<file path="src/rtl/shift_sequencer.sv">
// shift_sequencer: serializes a parallel word onto ser_out/ser_en while
// capturing ser_in into a receive word. Both sides use valid/ready handshakes.
module shift_sequencer #(
    parameter int WIDTH     = 8,
    parameter bit MSB_FIRST = 1'b1
) (
    input  logic             clk,
    input  logic             rst_n,
    input  logic             in_valid,
    output logic             in_ready,
    input  logic [WIDTH-1:0] in_data,
    output logic             ser_out,
    output logic             ser_en,
    input  logic             ser_in,
    output logic             out_valid,
    input  logic             out_ready,
    output logic [WIDTH-1:0] out_data,
    output logic             busy,
    output logic             done
);

    // Counter reaches WIDTH without wrapping.
    localparam int CNT_W = $clog2(WIDTH + 1);

    typedef enum logic [1:0] {
        IDLE  = 2'd0,
        SHIFT = 2'd1,
        DONE  = 2'd2
    } state_t;

    state_t             state;
    state_t             state_next;
    logic [WIDTH-1:0]   tx;
    logic [WIDTH-1:0]   rx;
    logic [WIDTH-1:0]   tx_shifted;
    logic [WIDTH-1:0]   rx_shifted;
    logic [WIDTH-1:0]   out_data_q;
    logic [CNT_W-1:0]   cnt;
    logic               done_q;
    logic               last_shift;

    assign last_shift = (cnt == CNT_W'(WIDTH - 1));

    // Shift tx toward the output end; rx fills from the opposite end so the
    // first bit sent lands in the same bit position it came from.
    always_comb begin
        // NOTE: every signal written here gets a value on every path, otherwise a latch is inferred.
        tx_shifted = tx;
        rx_shifted = rx;
        if (MSB_FIRST) begin
            tx_shifted = {tx[WIDTH-2:0], 1'b0};
            rx_shifted = {rx[WIDTH-2:0], ser_in};
        end else begin
            tx_shifted = {1'b0, tx[WIDTH-1:1]};
            rx_shifted = {ser_in, rx[WIDTH-1:1]};
        end
    end

    // State register.
    always_ff @(posedge clk or negedge rst_n) begin
        if (!rst_n) begin
            state <= IDLE;
        end else begin
            // NOTE: sequential state uses non-blocking assignments so every flop samples pre-edge values.
            state <= state_next;
        end
    end

    // Next-state logic: accept in IDLE, WIDTH shift edges, hold DONE until consumed.
    always_comb begin
        state_next = state;
        case (state)
            IDLE:    if (in_valid)   state_next = SHIFT;
            SHIFT:   if (last_shift) state_next = DONE;
            DONE:    if (out_ready)  state_next = IDLE;
            default:                 state_next = IDLE;
        endcase
    end

    // Datapath: load on accept, shift/capture/count in SHIFT, latch result on the last shift.
    always_ff @(posedge clk or negedge rst_n) begin
        if (!rst_n) begin
            // NOTE: all datapath registers are reset so out_data and ser_out are defined straight out of reset.
            tx         <= '0;
            rx         <= '0;
            cnt        <= '0;
            out_data_q <= '0;
            done_q     <= 1'b0;
        end else begin
            done_q <= 1'b0;
            case (state)
                IDLE: begin
                    if (in_valid) begin
                        tx  <= in_data;
                        rx  <= '0;
                        cnt <= '0;
                    end
                end
                SHIFT: begin
                    tx  <= tx_shifted;
                    rx  <= rx_shifted;
                    cnt <= cnt + 1'b1;
                    if (last_shift) begin
                        out_data_q <= rx_shifted;
                        done_q     <= 1'b1;
                    end
                end
                default: ;
            endcase
        end
    end

    // Outputs are decoded purely from registers.
    assign in_ready  = (state == IDLE);
    assign ser_en    = (state == SHIFT);
    assign ser_out   = ser_en & (MSB_FIRST ? tx[WIDTH-1] : tx[0]);
    assign out_valid = (state == DONE);
    assign busy      = (state != IDLE);
    assign done      = done_q;
    assign out_data  = out_data_q;

endmodule

</file>
<file path="config.mk">
export PLATFORM = sky130hd
export DESIGN_NAME = shift_sequencer
export DESIGN_NICKNAME = d
export VERILOG_FILES = /design/src/rtl/shift_sequencer.sv
export SDC_FILE = /design/constraint.sdc
export NUM_CORES = 1
export LEC_CHECK = 0
export CORE_ASPECT_RATIO = 0.9
export CORE_UTILIZATION = 50
export DETAILED_ROUTE_END_ITERATION = 10
export GPL_TIMING_DRIVEN = 0
export PLACE_DENSITY = 0.8
export SYNTH_ARGS = -nofsm -noshare
export SYNTH_HDL_FRONTEND = slang
export SYNTH_SLANG_ARGS = --single-unit
</file>
<file path="constraint.sdc">
create_clock -name clk -period 2.49 [get_ports clk]
set_clock_uncertainty 0.1 [all_clocks]
set_input_delay 0.498 -clock clk [delete_from_list [all_inputs] [get_ports clk]]
set_output_delay 0.498 -clock clk [all_outputs]
set_load 0.1 [all_outputs]
</file>
==> results.toml <==
[layout]
design_area_mm2 = 0.00159
fin_cells = 160
nets = 146
area_growth_pct = 26.8
final_common_cell = "dfrtp_1"
final_cell_mix = "dfrtp_1 (30), clkdlybuf4s50_1 (20), a22o_1 (9)"
drive_gt1_share_pct = 21.8
n_antenna_cell = 0

[flow_run]
drv_cap = 0

[drt]
post-route-drc-count = 0
first_pass_iters = 4
postRouteWirelength_um = 2300
drt_iter0_drc = 19
route.detailed.vias_per_inst = 5.55
wire_per_inst_um = 14.4
via_count = 888
ant_nets = 0

[floorplanning]
io_pins = 27
core-area_mm2 = 0.00228
rows = 16
die_w_um = 54.8
initial_core_util_pct = 55.0
die-area_mm2 = 0.00272
die_y_um = 49.6

[worst_hold_path]
hold_class = "in2async"

[worst_setup_path]
crit_chain = "clkdlybuf4s50_1"
rr_worst_depth = 5
cp.arrival_ns = 1.83
worst-setup-path-type = "reg2out"
cp_num_cells = 1
crit_slowest_cell = "clkdlybuf4s50_1"
cp_max_fo = 2
cp_top_family = "buffers and inverters"
worstPathRequired_ns = 1.89
critPathLaunchType = "flop"
end_kind = "primary output"
cp_num_buf_inv = 1
cpPeakStageDelay_ns = 1.14

[yosys]
syn_area_mm2 = 0.00126
ys_seq_elements = 30
yosysSeqAreaShare_pct = 59.8
synth_compound_area_share_pct = 16.6
synth_cells = 99
postSynthAreaPerCell_um2 = 12.7
synth_nets = 113
synth_top_family_by_area = "compound AO/OA/AOI/OAI gates"
synthAdderAreaFrac_pct = 0.996
ys_warn_count = 0
synthSimpleGateAreaFrac_pct = 7.27
synthMuxAreaShare_pct = 11.4
synthXorXnorAreaFrac_pct = 0
synth.distinct_cells = 26

[placement]
port_buffers = 26
place_inst = 152
place_area_mm2 = 0.00155
gp_congestion = 0.732
hpwl_um = 1560

[clock_network]
clk_latency_ns = 0.32
hold_buffers = 0
cts_buffers = 5
clockBufferDepth = 2
clock-sinks = 30
h-tree-depth = 2
cts_tree = "done"
clock-root-buffer = "clkbuf_4"
clkTransAtPathRegs_ns = 0.09

[global_routing]
grt_overflow = 0
antenna_found_initial = 0
grt_pass1_wl_um = 3780
grt_use_total_pct = 20.0
grt_pass1_vias = 846
grt_max_degree = 31

[timing]
finalHoldViolations = 0
maxSlewHeadroom_pct = 34.7
clock.fmax_mhz = 411
final-setup-viol-count = 0
rsz0062_at_grt = "no"
fin_crit_sh_pct = 97.6
maxSlewViolCount = 0
worst_pin_slew_ns = 0.976
post-route-min-period_ns = 2.43

[status]
outcome = "completed"
[kinds of logic after synthesis]
family          Yosys count
mux                      10
flops                    30
compound gates           29
simple gates             18
fa+ha+maj                 1
buf+inv                  11
[cell usage after synthesis]
master	count	area (um2)
a211oi_1	1	7.51
a21o_1	1	7.51
a21oi_1	2	10.0
a22o_1	9	78.8
a22oi_1	7	52.6
a32o_1	1	10.0
and2_1	1	6.26
and2b_1	1	7.51
buf_2	1	5.00
buf_6	1	11.3
clkbuf_1	5	18.8
dfrtp_1	30	751
ha_1	1	12.5
inv_1	4	15.0
mux2_2	2	22.5
mux2_4	8	120
nand2_1	8	30.0
nand3_1	1	5.00
nand4_1	1	6.26
nor2_1	3	11.3
nor2b_1	1	6.26
nor3b_2	1	12.5
o21ai_0	6	30.0
o21ai_1	1	5.00
o21bai_1	1	7.51
or2_2	1	6.26
[cell type report]
| type | instances | area (um2) |
|---|---|---|
| plain buffers | 7 | 35.0 |
| clock buffers | 7 | 55.1 |
| clock inverters | 1 | 5.00 |
| fillers | 175 | 689 |
| inverters | 4 | 15.0 |
| multi-input cells | 58 | 459 |
| flip-flops and latches | 30 | 751 |
| well taps | 27 | 33.8 |
| repair buffers | 26 | 239 |
[what timing repair did]
action                     in CTS  in global routing
resized for setup              19                  5
setup endpoints to repair       5                  3
buffers inserted                0                  0
[registers in the layout (all words and copies together) (netlist names)]
name,flops
cnt,4
done,1
out_data,8
rx,7
state,2
tx,8
[layer usage]
layer / global-route usage, % / share of wire [%] / vias to the layer above
li1: - / - / 423
met1: 25.9 / 47 / 429
met2: 28.1 / 45 / 29
met3: 7.10 / 5.4 / 7
met4: 11.5 / 1.8 / 0
met5: 0 / 0 / -
[through the flow]
stage / utilization (%) / setup slack, ns / TNS, ns / hold slack, ns
detailed placement: 68.1 / -0.289 / -1.05 / 0.371
finish: 69.8 / 0.0596 / 0 / 0.0920
global placement: 68.1 / -0.275 / -1.00 / 0.356
CTS: 70.4 / 0.00807 / 0 / 0.390
floorplan: - / 0.0745 / 0 / 0.102
global route: 69.8 / 0.00388 / 0 / 0.132
[path summary, 6_finish.rpt]
path | start | end | slack, ns
setup / recovery | out_data[0]$_DFFE_PN0P_ | out_data[0] | 0.06
hold / removal | rst_n | cnt[1]$_DFFE_PN0P_ | 0.09
setup reg to reg | cnt[1]$_DFFE_PN0P_ | out_data[0]$_DFFE_PN0P_ | 0.85
hold reg to reg | tx[5]$_DFFE_PN0P_ | tx[5]$_DFFE_PN0P_ | 0.39
max in group asynchronous | rst_n | tx[3]$_DFFE_PN0P_ | 1.77
min in group clk | tx[5]$_DFFE_PN0P_ | tx[5]$_DFFE_PN0P_ | 0.39
Power is not shown: default switching activity piles up to over one toggle a cycle in this logic, so the estimate is an artifact.
==> patch 1: new RTL, same flow settings <==
Change the parameter `MSB_FIRST` from 1'b1 to 1'b0.
--- a/src/rtl/shift_sequencer.sv
+++ b/src/rtl/shift_sequencer.sv
@@ -4,3 +4,3 @@
     parameter int WIDTH     = 8,
-    parameter bit MSB_FIRST = 1'b1
+    parameter bit MSB_FIRST = 1'b0
 ) (
Formal check against the unedited RTL: not equivalent (a bounded check fails within 4 cycles, from zero or initial values and one cycle with rst_n low).
==> patch 1 against the unedited design <==
  * Sequential cell count stayed put
  * Count of clock-buffer cells in the layout unchanged
  * Core utilization fell by 0.38 points
  * Wire length grew 3.1%
  * Synthesized area grew 0.50%
  * Setup slack better by 0.0087 ns
  * Hold slack lost 0.0081 ns
  * Fmax rose by 0.36%
  * Final area is 0.55% lower
  * Critical endpoint is now out_data[7]
Power is not shown: default switching activity piles up to over one toggle a cycle in this logic, so the estimate is an artifact.
==> patch 1: results (changes against the unedited design) <==
* Via density per instance at 5.53 (was 5.55)
* Synth cell types at 25 (was 26)
* 1st-iter DRT viols at 26 (was 19)
* Dpl hpwl at 1650 microns (was 1560 microns)
* Post-Syn Nets at 116 (was 113)
* Drt total wl at 2370 microns (was 2300 microns)
* Slew headroom at 0.351 (was 0.347)
* RR Endpoint: out_data[2] (was out_data[0])
* CP Capture Point: out_data[7] (was out_data[0])
* Worst skew pair latency at 0.32 ns (about the same)
* First-pass GRT wire length at 3720 microns (was 3780 microns)
* DR WL/cell at 14.6 microns (was 14.4 microns)
* Ant diodes at 0 (unchanged)
* Layout cells sized above 1 at 0.222 (was 0.218)
* Hold Crit Class: in2async (unchanged)
* Fmax at 413 MHz (was 411 MHz)
* Reg-to-Reg Start: cnt[0] (was cnt[1])
* Initial DRT Pass Iterations at 4 (unchanged)
* Sequential share of the synthesized area at 0.595 (was 0.598)
* Synth top area cells: dfrtp_1 59%, mux2_2 8.0%, a22o_1 6.2% (was dfrtp_1 60%, mux2_4 9.6%, a22o_1 6.3%)
* Critical path's top delay family: buffers and inverters (unchanged)
* CTS root buffer: clkbuf_4 (unchanged)
* WP data arrival at 1.82 ns
* Crit path from: out_data[7] (was out_data[0])
* Largest net degree at the start of global routing at 31 (unchanged)
* Worst-path clk slew at 0.09 ns (about the same)
* Gpl congestion at 0.725 (was 0.732)
* Placed cells at 155 (was 152)
* Nets@finish at 149 (was 146)
* R2R cell count at 5 (unchanged)
* Crit-path max cell delay at 1.14 ns (about the same)
* Synth Instances at 102 (was 99)
* Status: finished, final reports clean (unchanged)
* Most frequent cells after synthesis: 30 x dfrtp_1, 10 x nand2_1, 9 x a22o_1, 9 x mux2_2, 8 x o21ai_0 (was 30 x dfrtp_1, 9 x a22o_1, 8 x mux2_4, 8 x nand2_1, 7 x a22oi_1)
* FILL cells at 185 (was 175)
* Total GRT Usage at 0.202 (was 0.200)
## patch 1: changes by cell type after synthesis, sizes merged
cell	unedited run	this run
a2bb2oi	0	1
a32o	1	0
nor2b	1	3
buf	2	4
o21ai	7	8
nand2	8	10
clkbuf	5	3
and2b	1	0
nor2	3	2
## patch 1: final cells by class
type | instances | area share
flip-flops and latches | 30 | 0.474
multi-input cells | 61 | 0.287
repair buffers | 26 | 0.152
clock buffers | 7 | 0.0284
plain buffers | 7 | 0.0276
well taps | 27 | 0.0213
inverters | 4 | 0.00948
## patch 1: how the worst min path moves through the flow
stage	to	slack, ns	cells after the start
after floorplan	cnt[0]	0.10	0
after global placement	tx[0]	0.36	2
after detailed placement	tx[0]	0.37	2
after CTS	tx[0]	0.39	2
after global routing	state[1]	0.12	1
final	tx[7]	0.08	1
## patch 1: per-stage QoR
step	worst slack (ns)	utilization	setup TNS, ns	cell area (sq um)
after floorplan	0.0274	-	0	1260
after global placement	-0.306	0.683	-0.847	1560
after detailed placement	-0.349	0.683	-0.946	1560
after CTS	0.0156	0.697	0	1590
after global routing	0.00690	0.694	0	1580
final	0.0683	0.694	0	1580
## patch 1: per-layer routing
metal / up-vias / GRT usage / share of wire / wire (microns)
met3: 5 / 0.102 / 0.030 / 71
met2: 23 / 0.277 / 0.48 / 1140
li1: 428 / - / - / -
met5: - / 0 / 0 / 0
met1: 440 / 0.265 / 0.48 / 1130
met4: 0 / 0.0875 / 0.011 / 27
## patch 1: cells by family (layout without fill, tap and decap cells)
group           Yosys count  in the layout  share of synthesized area
flops                    30             30                      0.595
compound gates           30             30                      0.171
mux                      10             10                     0.0922
buf+inv                  11             44                     0.0466
fa+ha+maj                 1              1                    0.00991
simple gates             20             20                     0.0852
## patch 1: repair_timing
item	4_1_cts	5_1_grt
gates resized for setup	20	3
setup endpoints to repair	5	2
buffers inserted	0	0
==> patch 2: new RTL, config.mk and constraints unchanged <==
Made on the original files. The 3 states of `state_t` get a one-hot encoding in 3 bits.
--- a/src/rtl/shift_sequencer.sv
+++ b/src/rtl/shift_sequencer.sv
@@ -24,6 +24,6 @@
 
-    typedef enum logic [1:0] {
-        IDLE  = 2'd0,
-        SHIFT = 2'd1,
-        DONE  = 2'd2
+    typedef enum logic [2:0] {
+        IDLE  = 3'b001,
+        SHIFT = 3'b010,
+        DONE  = 3'b100
     } state_t;
Check against the original RTL: same outputs for any inputs over 10 cycles, from zero or initial values and one cycle with rst_n low; not proved beyond that.
==> patch 2 against the unedited design <==
  * Synthesized area rose by 6.1%
  * Setup slack improved by 0.0099 ns
  * Wire length increased by 6.2%
  * Critical path depth unchanged
  * Final cell count grew 5.6%
  * Final area rose by 7.2%
  * Global-route usage is 0.25 points lower
  * Register-to-register slack worse by 0.15 ns
  * Sequential cell count is 1 higher
  * Largest cell class unchanged
==> patch 2: results (changes against the unedited design) <==
* Gpl congestion at 0.716 (was 0.732)
* FFs w/ async S/R, synth at 1.00 (unchanged)
* Buffers on Ports at 26 (unchanged)
* First-pass GRT wire length at 4170 microns (was 3780 microns)
* Crit path from: out_data[2] (was out_data[0])
* Final cell count without fillers at 169 (was 160)
* Vias in the first global route at 937 (was 846)
* Number of max-cap violations at 0 (unchanged)
* Slew @ Worst Pin at 0.970 ns (was 0.976 ns)
* Worst-path clk slew at 0.09 ns (about the same)
* Most frequent cells after synthesis: 30 x dfrtp_1, 12 x nand2_1, 8 x a22o_1, 8 x mux2_2, 6 x nor3_1 (was 30 x dfrtp_1, 9 x a22o_1, 8 x mux2_4, 8 x nand2_1, 7 x a22oi_1)
* Post-Syn Nets at 121 (was 113)
* Maximum buffer depth of the clock tree at 2 (unchanged)
* Sequential share of the synthesized area at 0.583 (was 0.598)
* Ant diodes at 0 (unchanged)
* Leak Pwr at 0.000784 uW
* H-tree depth at 2 (unchanged)
* Max VDD drop at 0.730 mV
* Initial antenna violation count at 0 (unchanged)
* Status: finished, final reports clean (unchanged)
* Critical path's top delay family: buffers and inverters (unchanged)
* Crit path max-delay cell type: clkdlybuf4s50_1 (unchanged)
* Drt total wl at 2440 microns (was 2300 microns)
* Layout cells sized above 1 at 0.241 (was 0.218)
* Placed cells at 161 (was 152)
* Synth Instances at 107 (was 99)
* FILL cells at 199 (was 175)
* Synth warn at 0 (unchanged)
* RR Endpoint: out_data[4] (was out_data[0])
* Via density per instance at 5.61 (was 5.55)
* Primary FF master, synth: dfrtp_1 (unchanged)
* Hold Crit Class: in2async (unchanged)
* Num CTS Buffers at 5 (unchanged)
* Synth cell types at 31 (was 26)
* WP data arrival at 1.82 ns
* R2R cell count at 4 (was 5)
* Nets@finish at 154 (was 146)
* R2r setup slk at 0.70 ns (was 0.85 ns)
* Largest net degree at the start of global routing at 32 (was 31)
* Crit-path max cell delay at 1.14 ns (about the same)
* Worst skew pair latency at 0.32 ns (about the same)
* Synth top area cells: dfrtp_1 56%, mux2_2 6.8%, a22o_1 5.3% (was dfrtp_1 60%, mux2_4 9.6%, a22o_1 6.3%)
* Fin Hold WS at 0.0928 ns (was 0.0920 ns)
* Total GRT Usage at 0.197 (was 0.200)
* Dpl hpwl at 1730 microns (was 1560 microns)
* Worst-path maximum fanout at 2 (unchanged)
* CTS root buffer: clkbuf_4 (unchanged)
* Initial DRT Pass Iterations at 4 (unchanged)
* Reg-to-Reg Start: state[2] (was cnt[1])
* 1st-iter DRT viols at 25 (was 19)
## patch 2: changes by cell type in the layout (fill, tap and decap cells not counted), sizes merged, moves of 2 or more
cell	before	now
nand2	8	12
inv	4	1
clkbuf	13	7
nor2	3	5
nand3b	0	3
mux2i	0	3
a31oi	0	5
a22oi	7	0
o21ai	7	3
mux2	10	8
nand2b	0	2
nor3	0	6
## patch 2: cell type report
class                   instances  share of cell area
inverters                       2              0.0117
multi-input cells              70               0.301
flip-flops and latches         31               0.456
clock inverters                 1             0.00293
repair buffers                 27               0.158
clock buffers                   7              0.0264
well taps                      28              0.0205
plain buffers                   3              0.0227
## patch 2: repair_timing
action,CTS,global route
buffers inserted,0,1
hold buffers,0,0
resized for setup,17,9
pin swaps,0,0
endpoints found under the setup margin,5,3
## patch 2: logic make-up after synthesis
kind of cell / count (synthesis) / synth area share
compound gates: 21 / 0.111
flops: 31 / 0.583
buf+inv: 6 / 0.0460
simple gates: 37 / 0.161
mux: 11 / 0.0901
fa+ha+maj: 1 / 0.00939
## patch 2: power breakdown
group	internal [uW]	switching [uW]	leakage (uW)
clock network	110	161	0.0000293
registers	631	90.8	0.000386
logic	254	479	0.000368
## patch 2: worst max path at each step
| stage | end |
|---|---|
| floorplan | busy |
| global placement | ser_out |
| detailed placement | ser_out |
| CTS | ser_out |
| global route | out_valid |
| finish | out_data[2] |
## patch 2: stage by stage
step	utilization	worst slack, ns	cell area (sq um)
2_1_floorplan	-	-0.240	1350
3_3_place_gp	0.661	-0.566	1650
3_5_place_dp	0.661	-0.579	1650
4_1_cts	0.679	-0.104	1690
5_1_grt	0.686	0.0132	1710
6_report	0.686	0.0695	1710
## patch 2: layer usage
| layer | up-vias | track usage | wire (microns) |
|---|---|---|---|
| met5 | - | 0 | 0 |
| met4 | 0 | 0.0976 | 48 |
| met3 | 8 | 0.0532 | 94 |
| met2 | 24 | 0.333 | 1190 |
| met1 | 460 | 0.235 | 1100 |
| li1 | 456 | - | - |
